**config.mk**
```make
export PLATFORM = sky130hd
export DESIGN_NAME = ym3438_mixer
export DESIGN_NICKNAME = d
export VERILOG_FILES = /design/src/rtl/ym3438_mixer.sv
export SDC_FILE = /design/constraint.sdc
export NUM_CORES = 1
export LEC_CHECK = 0
export ABC_CLOCK_PERIOD_IN_PS = 2840
export CAP_MARGIN = 20
export CORE_UTILIZATION = 30
export CTS_BUF_LIST = sky130_fd_sc_hd__clkbuf_8
export CTS_CLUSTER_DIAMETER = 150
export DETAILED_ROUTE_END_ITERATION = 7
export MAX_ROUTING_LAYER = met4
export PLACE_DENSITY_LB_ADDON = 0.2
export SLEW_MARGIN = 40
export SYNTH_ARGS = -nofsm -noshare
export SYNTH_HDL_FRONTEND = slang
export SYNTH_SLANG_ARGS = --single-unit
```
**constraint.sdc**
```tcl
create_clock -name MCLK -period 2.84 [get_ports MCLK]
set_clock_uncertainty 0.2 [all_clocks]
set_input_delay 0.426 -clock MCLK [delete_from_list [all_inputs] [get_ports MCLK]]
set_output_delay 0.426 -clock MCLK [all_outputs]
set_load 0.005 [all_outputs]
```
**src/rtl/ym3438_mixer.sv**
```systemverilog
// YM3438 output mixer: sums 24 offset-binary slot samples per frame into a stereo sample (x4, or x8 saturated with YM3438_MIX_GAIN8_EN).
// Latency 1 MCLK from the slot-23 strobe; held sample waits for out_ready, and a newer frame overwrites it and sets sticky overflow.
module ym3438_mixer (
  input  logic        MCLK,
  input  logic        IC,
  input  logic        fm_clk1,
  input  logic        sync,
  input  logic [8:0]  MOL,
  input  logic [8:0]  MOR,
  input  logic        out_ready,
  output logic        out_valid,
  output logic [15:0] out_l,
  output logic [15:0] out_r,
  output logic        overflow,
  output logic [4:0]  slot
);

  logic        clk1_prev_q, clk1_prev_d;
  logic [4:0]  slot_q, slot_d;
  logic [13:0] acc_l_q, acc_l_d;
  logic [13:0] acc_r_q, acc_r_d;
  logic        frame_ok_q, frame_ok_d;
  logic        out_valid_q, out_valid_d;
  logic [15:0] out_l_q, out_l_d;
  logic [15:0] out_r_q, out_r_d;
  logic        overflow_q, overflow_d;

  logic        strobe;
  logic        frame_done;
  logic [4:0]  slot_next;
  logic [13:0] samp_l, samp_r;
  logic [13:0] sum_l, sum_r;

  function automatic logic [15:0] scale(input logic [13:0] s);
    logic [16:0] x8;
    x8 = {s, 3'b000};
`ifdef YM3438_MIX_GAIN8_EN
    if (x8[16] != x8[15]) begin
      scale = x8[16] ? 16'h8000 : 16'h7fff;
    end else begin
      scale = x8[15:0];
    end
`else
    scale = {s[13], s, 1'b0} ;
    scale = x8[16:1];
`endif
  endfunction

  always_comb begin
    strobe    = fm_clk1 & ~clk1_prev_q;
    slot_next = (sync || slot_q == 5'd23) ? 5'd0 : slot_q + 5'd1;

    // Offset binary to two's complement is an MSB flip.
    samp_l = {{5{~MOL[8]}}, ~MOL[8], MOL[7:0]};
    samp_r = {{5{~MOR[8]}}, ~MOR[8], MOR[7:0]};
    sum_l  = (slot_next == 5'd0) ? samp_l : acc_l_q + samp_l;
    sum_r  = (slot_next == 5'd0) ? samp_r : acc_r_q + samp_r;

    // A frame only counts if its slot 0 was seen since reset.
    frame_done = strobe && frame_ok_q && (slot_next == 5'd23);

    clk1_prev_d = fm_clk1;
    slot_d      = slot_q;
    acc_l_d     = acc_l_q;
    acc_r_d     = acc_r_q;
    frame_ok_d  = frame_ok_q;
    if (strobe) begin
      slot_d     = slot_next;
      acc_l_d    = sum_l;
      acc_r_d    = sum_r;
      frame_ok_d = frame_ok_q | (slot_next == 5'd0);
    end

    out_valid_d = frame_done | (out_valid_q & ~out_ready);
    overflow_d  = overflow_q | (frame_done & out_valid_q & ~out_ready);
    out_l_d     = frame_done ? scale(sum_l) : out_l_q;
    out_r_d     = frame_done ? scale(sum_r) : out_r_q;
  end

  always_ff @(posedge MCLK) begin
    if (!IC) begin
      clk1_prev_q <= 1'b1;
      slot_q      <= 5'd0;
      acc_l_q     <= 14'd0;
      acc_r_q     <= 14'd0;
      frame_ok_q  <= 1'b0;
      out_valid_q <= 1'b0;
      out_l_q     <= 16'd0;
      out_r_q     <= 16'd0;
      overflow_q  <= 1'b0;
    end else begin
      clk1_prev_q <= clk1_prev_d;
      slot_q      <= slot_d;
      acc_l_q     <= acc_l_d;
      acc_r_q     <= acc_r_d;
      frame_ok_q  <= frame_ok_d;
      out_valid_q <= out_valid_d;
      out_l_q     <= out_l_d;
      out_r_q     <= out_r_d;
      overflow_q  <= overflow_d;
    end
  end

  assign out_valid = out_valid_q;
  assign out_l     = out_l_q;
  assign out_r     = out_r_q;
  assign overflow  = overflow_q;
  assign slot      = slot_q;

endmodule

```
==> flow_summary.json, run 1 <==
{
  "grt_pass1_vias": 3598,
  "synthesis.area_sq_um": 3840,
  "slowest_delay_ns": 0.50,
  "numCtsBuffers": 9,
  "setup_viol": 0,
  "clock-root-buffer": "clkbuf_8",
  "hpwlAfterDp_um": 7580,
  "cts_tree": "yes",
  "rr_startpoint": "slot[0]",
  "nNetsFinal": 609,
  "critPathRequiredTime_ns": 2.86,
  "drive_above_1_share": 0.171,
  "grt_overflow": 0,
  "synth_edf_count": 0,
  "grt_usage": 0.175,
  "wl_per_cell_um": 14.8,
  "maxCapViolations": 0,
  "clk_pin_slew_worst_paths_ns": 0.07,
  "endpoint_kind": "flip-flop",
  "path_class": "input port to flip-flop",
  "firstDrtPassIters": 4,
  "area_growth_pct": 36.0,
  "dpl.cell_count": 714,
  "wl_um": 10800,
  "hold_start": "acc_l_q[2]",
  "grt_max_degree": 49,
  "n_antenna_cell": 0,
  "ir_drop_mv": 0.195,
  "antenna_found_initial": 0,
  "die-area_sq_um": 13300,
  "tightest_slew_ns": 0.575,
  "synth_flop_cell": "dfxtp_1",
  "die_y_um": 115,
  "cts_max_level": 3,
  "cp-start-kind": "input port",
  "slew_headroom": 0.616,
  "synth_seq_cells": 65,
  "drv_slew": 0,
  "worstPathMaxFanout": 4,
  "ys_seq_area_frac": 0.339,
  "core_area_sq_um": 12300,
  "report.power.total_mw": 2.23,
  "die_width_um": 115,
  "grt_pass1_wl_um": 17700,
  "port_buffers": 57,
  "cts_max_path_buffers": 2,
  "timing.setup.tns_ns": 0,
  "synthDistinctLibCells": 59,
  "slowest_stage": "clkdlybuf4s50_1",
  "insertion_delay_ns": 0.35,
  "rsz0062_at_grt": "no",
  "fp-row-count": 40,
  "via_count": 3705,
  "avgSynthCellArea_sq_um": 8.34,
  "min_path_type": "flip-flop to flip-flop",
  "start_util": 0.313,
  "io_pins": 62,
  "crit_start": "MOL[8]",
  "post-cts-setup-buffer-count": 0,
  "fin_crit_sh": 0.947,
  "ys_warn_count": 0,
  "status": "complete, no violations",
  "gp_congestion": 0.907,
  "ant_nets": 0,
  "cts_sinks": 65,
  "path_cells": "clkdlybuf4s50_1 -> inv_1 -> ha_1 -> and4_1 -> and2_1 -> a221oi_1 -> o221a_2 -> xnor2_1 -> o221ai_1",
  "syn_inst": 461,
  "ys_async_sr_fraction": 0,
  "crit_arrival_ns": 2.71,
  "finalHoldViolCount": 0,
  "fmax_mhz": 372,
  "leakage_nw": 2.05,
  "post-route-min-period_ns": 2.69,
  "dr.first_iter.drc_count": 233,
  "via_per_inst": 5.08,
  "instances_no_fill": 730,
  "power.density_nw_per_um2": 427,
  "drc": 0
}
[metal layers]
layer | vias up | share of wire | GRT usage
met3 | 11 | 0.049 | 0.0295
met5 | - | 0 | -
met4 | 0 | 0.013 | 0.0675
met1 | 1706 | 0.51 | 0.237
li1 | 1897 | - | -
met2 | 91 | 0.43 | 0.259
[logic make-up after synthesis]
group | share of synthesized area
flops | 0.339
other cells | 0.000976
buf+inv | 0.0430
xor+xnor | 0.0456
simple gates | 0.164
compound gates | 0.284
fa+ha+maj | 0.0983
mux | 0.0260
[critical path, delay by kind of cell]
kind                       cells  cell delay, ns
AOI/OAI and AO/OA              3            0.77
xor gates and xnor gates       1            0.15
adders and majority gates      1            0.36
buffers and inverters          2            0.62
and+or+nand+nor                2            0.40
[state kept, by name (all words and copies together) (netlist names)]
name	count
acc_r_q	14
out_r	14
clk1_prev_q	1
slot	5
frame_ok_q	1
overflow	1
out_valid	1
acc_l_q	14
out_l	14
[path summary, 6_finish.rpt]
kind	endpoint	slack (ns)	cells past startpoint
setup / recovery	out_l[15]	0.15	9
hold / removal	acc_l_q[2]	0.26	2
setup reg to reg	acc_r_q[12]	0.25	9
hold reg to reg	acc_l_q[2]	0.26	2
[where the power goes]
part           total (mW)  leakage (nW)  internal (mW)  switching, mW
Clock               0.807        0.0994          0.406          0.401
Sequential          0.953         0.527          0.934         0.0186
Combinational       0.471          1.43          0.227          0.244
Total                2.23          2.05           1.57          0.664
[synth_stat cells, types with 2 or more instances]
library cell | instances | area, sq um
fa_1 | 2 | 40.0
ha_1 | 27 | 338
mux2i_1 | 10 | 100
a211oi_1 | 24 | 180
a21oi_1 | 38 | 190
o21ai_1 | 3 | 15.0
nor2b_1 | 4 | 25.0
a221oi_1 | 2 | 17.5
nand3_1 | 9 | 45.0
nand4_1 | 3 | 18.8
buf_2 | 6 | 30.0
and2_1 | 4 | 25.0
a221oi_2 | 3 | 45.0
buf_4 | 8 | 60.1
nand2b_1 | 5 | 31.3
nand2_1 | 42 | 158
nor3_1 | 7 | 35.0
xnor2_1 | 13 | 114
nor2_1 | 42 | 158
a21o_1 | 14 | 105
dfxtp_1 | 65 | 1300
inv_1 | 4 | 15.0
a31oi_1 | 14 | 87.6
nor3b_1 | 2 | 15.0
o22ai_1 | 7 | 43.8
or4_1 | 2 | 15.0
and3_1 | 2 | 12.5
o21ai_0 | 42 | 210
o21bai_1 | 3 | 22.5
clkbuf_1 | 14 | 52.6
o221ai_1 | 2 | 17.5
or3_1 | 3 | 18.8
xor2_1 | 7 | 61.3
o21a_1 | 3 | 22.5
[timing repair]
action / CTS / global route
hold buffers: 0 / 0
endpoints found under the setup margin: 4 / 17
hold endpoints to repair: 0 / 0
gates resized for setup: 1 / 17
pin swaps: 0 / 6
[final cells by class]
| type | instances | area, sq um |
|---|---|---|
| clock buffers | 9 | 124 |
| clock inverters | 7 | 70.1 |
| fillers | 1216 | 7040 |
| inverters | 5 | 18.8 |
| multi-input cells | 365 | 2500 |
| flip-flops and latches | 65 | 1300 |
| well taps | 168 | 210 |
| repair buffers | 111 | 1000 |
[stage by stage]
step	worst slack, ns	util	hold WS, ns	instance area, sq um
finish	0.150	0.426	0.265	5230
global route	0.0271	0.426	0.287	5230
CTS	0.00906	0.418	0.265	5130
detailed placement	-0.389	0.402	0.254	4930
global placement	-0.378	0.402	0.250	4930
floorplan	0.261	-	0.237	3850
[layout by cell type, fill, tap and decap left out, types with 12 or more instances in the layout]
master,instances
a211oi_1,22
nand2_1,42
buf_4,52
a31oi_1,14
nor2_1,42
clkdlybuf4s50_1,57
o21ai_0,41
xnor2_1,12
a21o_1,14
dfxtp_1,65
a21oi_1,35
ha_1,22
No activity file was read; power rests on OpenSTA's default activity.
==> run 2, diff against run 1 <==
--- a/config.mk
+++ b/config.mk
@@ -17,3 +17,4 @@
 export SYNTH_ARGS = -nofsm -noshare
 export SYNTH_HDL_FRONTEND = slang
 export SYNTH_SLANG_ARGS = --single-unit
+export TNS_END_PERCENT = 10
==> run 2 against run 1 <==
Compared with the run above: hold slack barely moved; combinational power fell by 2%; setup slack got worse by 0.029 ns; critical path type unchanged; register-to-register slack improved by 0.02 ns.
==> flow_summary.json, run 2 (synthesis gave the netlist of run 1 again) <==
{
  "wl_um": 10800,
  "global_route.usage.met2": 0.259,
  "drv_slew": 0,
  "regArea_sq_um": 1300,
  "power.density_nw_per_um2": 428,
  "busiest_layer": "met2",
  "fin_crit_sh": 0.957,
  "worstPathMaxFanout": 4,
  "drc": 0,
  "final_util": 0.423,
  "start_util": 0.313,
  "port_buffers": 57,
  "grt_overflow": 0,
  "crit_arrival_ns": 2.73,
  "post-route-min-period_ns": 2.72,
  "via_count": 3706,
  "io_pins": 62,
  "endpoint_kind": "flip-flop",
  "die_y_um": 115,
  "grt_pass1_wl_um": 17700,
  "dr.first_iter.drc_count": 243,
  "cts_max_path_buffers": 2,
  "core_area_sq_um": 12300,
  "num-fill-cells": 1221,
  "fmax_mhz": 368,
  "wl_per_cell_um": 14.7,
  "antenna_found_initial": 0,
  "placed_area_sq_um": 4930,
  "ff2ff_setup_slack_ns": 0.27,
  "cts_max_level": 3,
  "clk_pin_slew_worst_paths_ns": 0.08,
  "clock-root-buffer": "clkbuf_8",
  "cp-start-kind": "input port",
  "grt_usage": 0.175,
  "report.power.total_mw": 2.22,
  "path_class": "input port to flip-flop",
  "slew_headroom": 0.630,
  "numCtsBuffers": 9,
  "gr-usage-met3": 0.0295,
  "ir_drop_mv": 0.193,
  "insertion_delay_ns": 0.35,
  "use_met1": 0.237,
  "grt_pass1_vias": 3598,
  "status": "complete, no violations",
  "final_common_cell": "dfxtp_1",
  "post-cts-setup-buffer-count": 0,
  "die-area_sq_um": 13300,
  "setup_viol": 0,
  "multi_input_area_sq_um": 2460,
  "tightest_slew_ns": 0.553,
  "gp_congestion": 0.907,
  "cts_sinks": 65,
  "cts_tree": "yes",
  "cts_hold_buf": 0,
  "via_per_inst": 5.08,
  "die_width_um": 115,
  "area_growth_pct": 34.8,
  "hpwlAfterDp_um": 7580,
  "min_path_type": "flip-flop to flip-flop",
  "drive_above_1_share": 0.160,
  "critPathRequiredTime_ns": 2.86,
  "nNetsFinal": 609,
  "rsz0062_at_grt": "yes",
  "maxCapViolations": 0,
  "final_cell_mix": "dfxtp_1 (65), clkdlybuf4s50_1 (57), buf_4 (52), nand2_1 (42), nor2_1 (42)",
  "finalHoldViolCount": 0,
  "n_antenna_cell": 0,
  "leakage_nw": 2.06,
  "fp-row-count": 40,
  "ant_nets": 0,
  "final_area_sq_um": 5180,
  "firstDrtPassIters": 4,
  "grt_max_degree": 49
}
## run 2: per-stage QoR
stage          instances  hold WS, ns  TNS (ns)  setup WS [ns]
3_5_place_dp         714        0.254     -5.57         -0.389
2_1_floorplan        464        0.237         0          0.261
4_1_cts              730        0.265         0        0.00906
3_3_place_gp         714        0.250     -5.15         -0.378
5_1_grt              730        0.287   -0.0252        -0.0130
6_report             730        0.265         0          0.121
## run 2: cell type report
class | instances | share of cell area
Timing Repair Buffer | 111 | 0.193
Inverter | 5 | 0.00362
Sequential cell | 65 | 0.251
Clock inverter | 7 | 0.0135
Clock buffer | 9 | 0.0239
Multi-Input combinational cell | 365 | 0.474
Tap cell | 168 | 0.0406
## run 2: timing repair
item / 4_1_cts / 5_1_grt
pin swaps: 0 / 1
gates resized for setup: 1 / 11
endpoints found under the setup margin: 4 / 17
## run 2: metal layers
metal	routed length (um)	share of wire
met5	0	0
met3	544	0.051
met2	4610	0.43
met1	5480	0.51
met4	123	0.011
## run 2: final timing paths
path | depth (start not counted) | endpoint | startpoint
setup / recovery | 10 | out_r[15] | MOR[8]
hold / removal | 2 | acc_l_q[2] | acc_l_q[2]
setup reg to reg | 9 | acc_r_q[12] | slot[0]
hold reg to reg | 2 | acc_l_q[2] | acc_l_q[2]
## run 2: critical path, stage by stage
cell and delay (ns):
clkdlybuf4s50_1 0.49, inv_1 0.11, ha_1 0.37, and2_1 0.20, and4b_1 0.19, a211o_1 0.31, a221oi_4 0.29, xnor2_2 0.13
nand4_1 0.11, o221ai_1 0.11
## run 2: report_power, final
group / switching [mW] / total, mW / internal (mW)
clock network: 0.400 / 0.805 / 0.406
registers: 0.0178 / 0.952 / 0.934
logic: 0.241 / 0.462 / 0.221
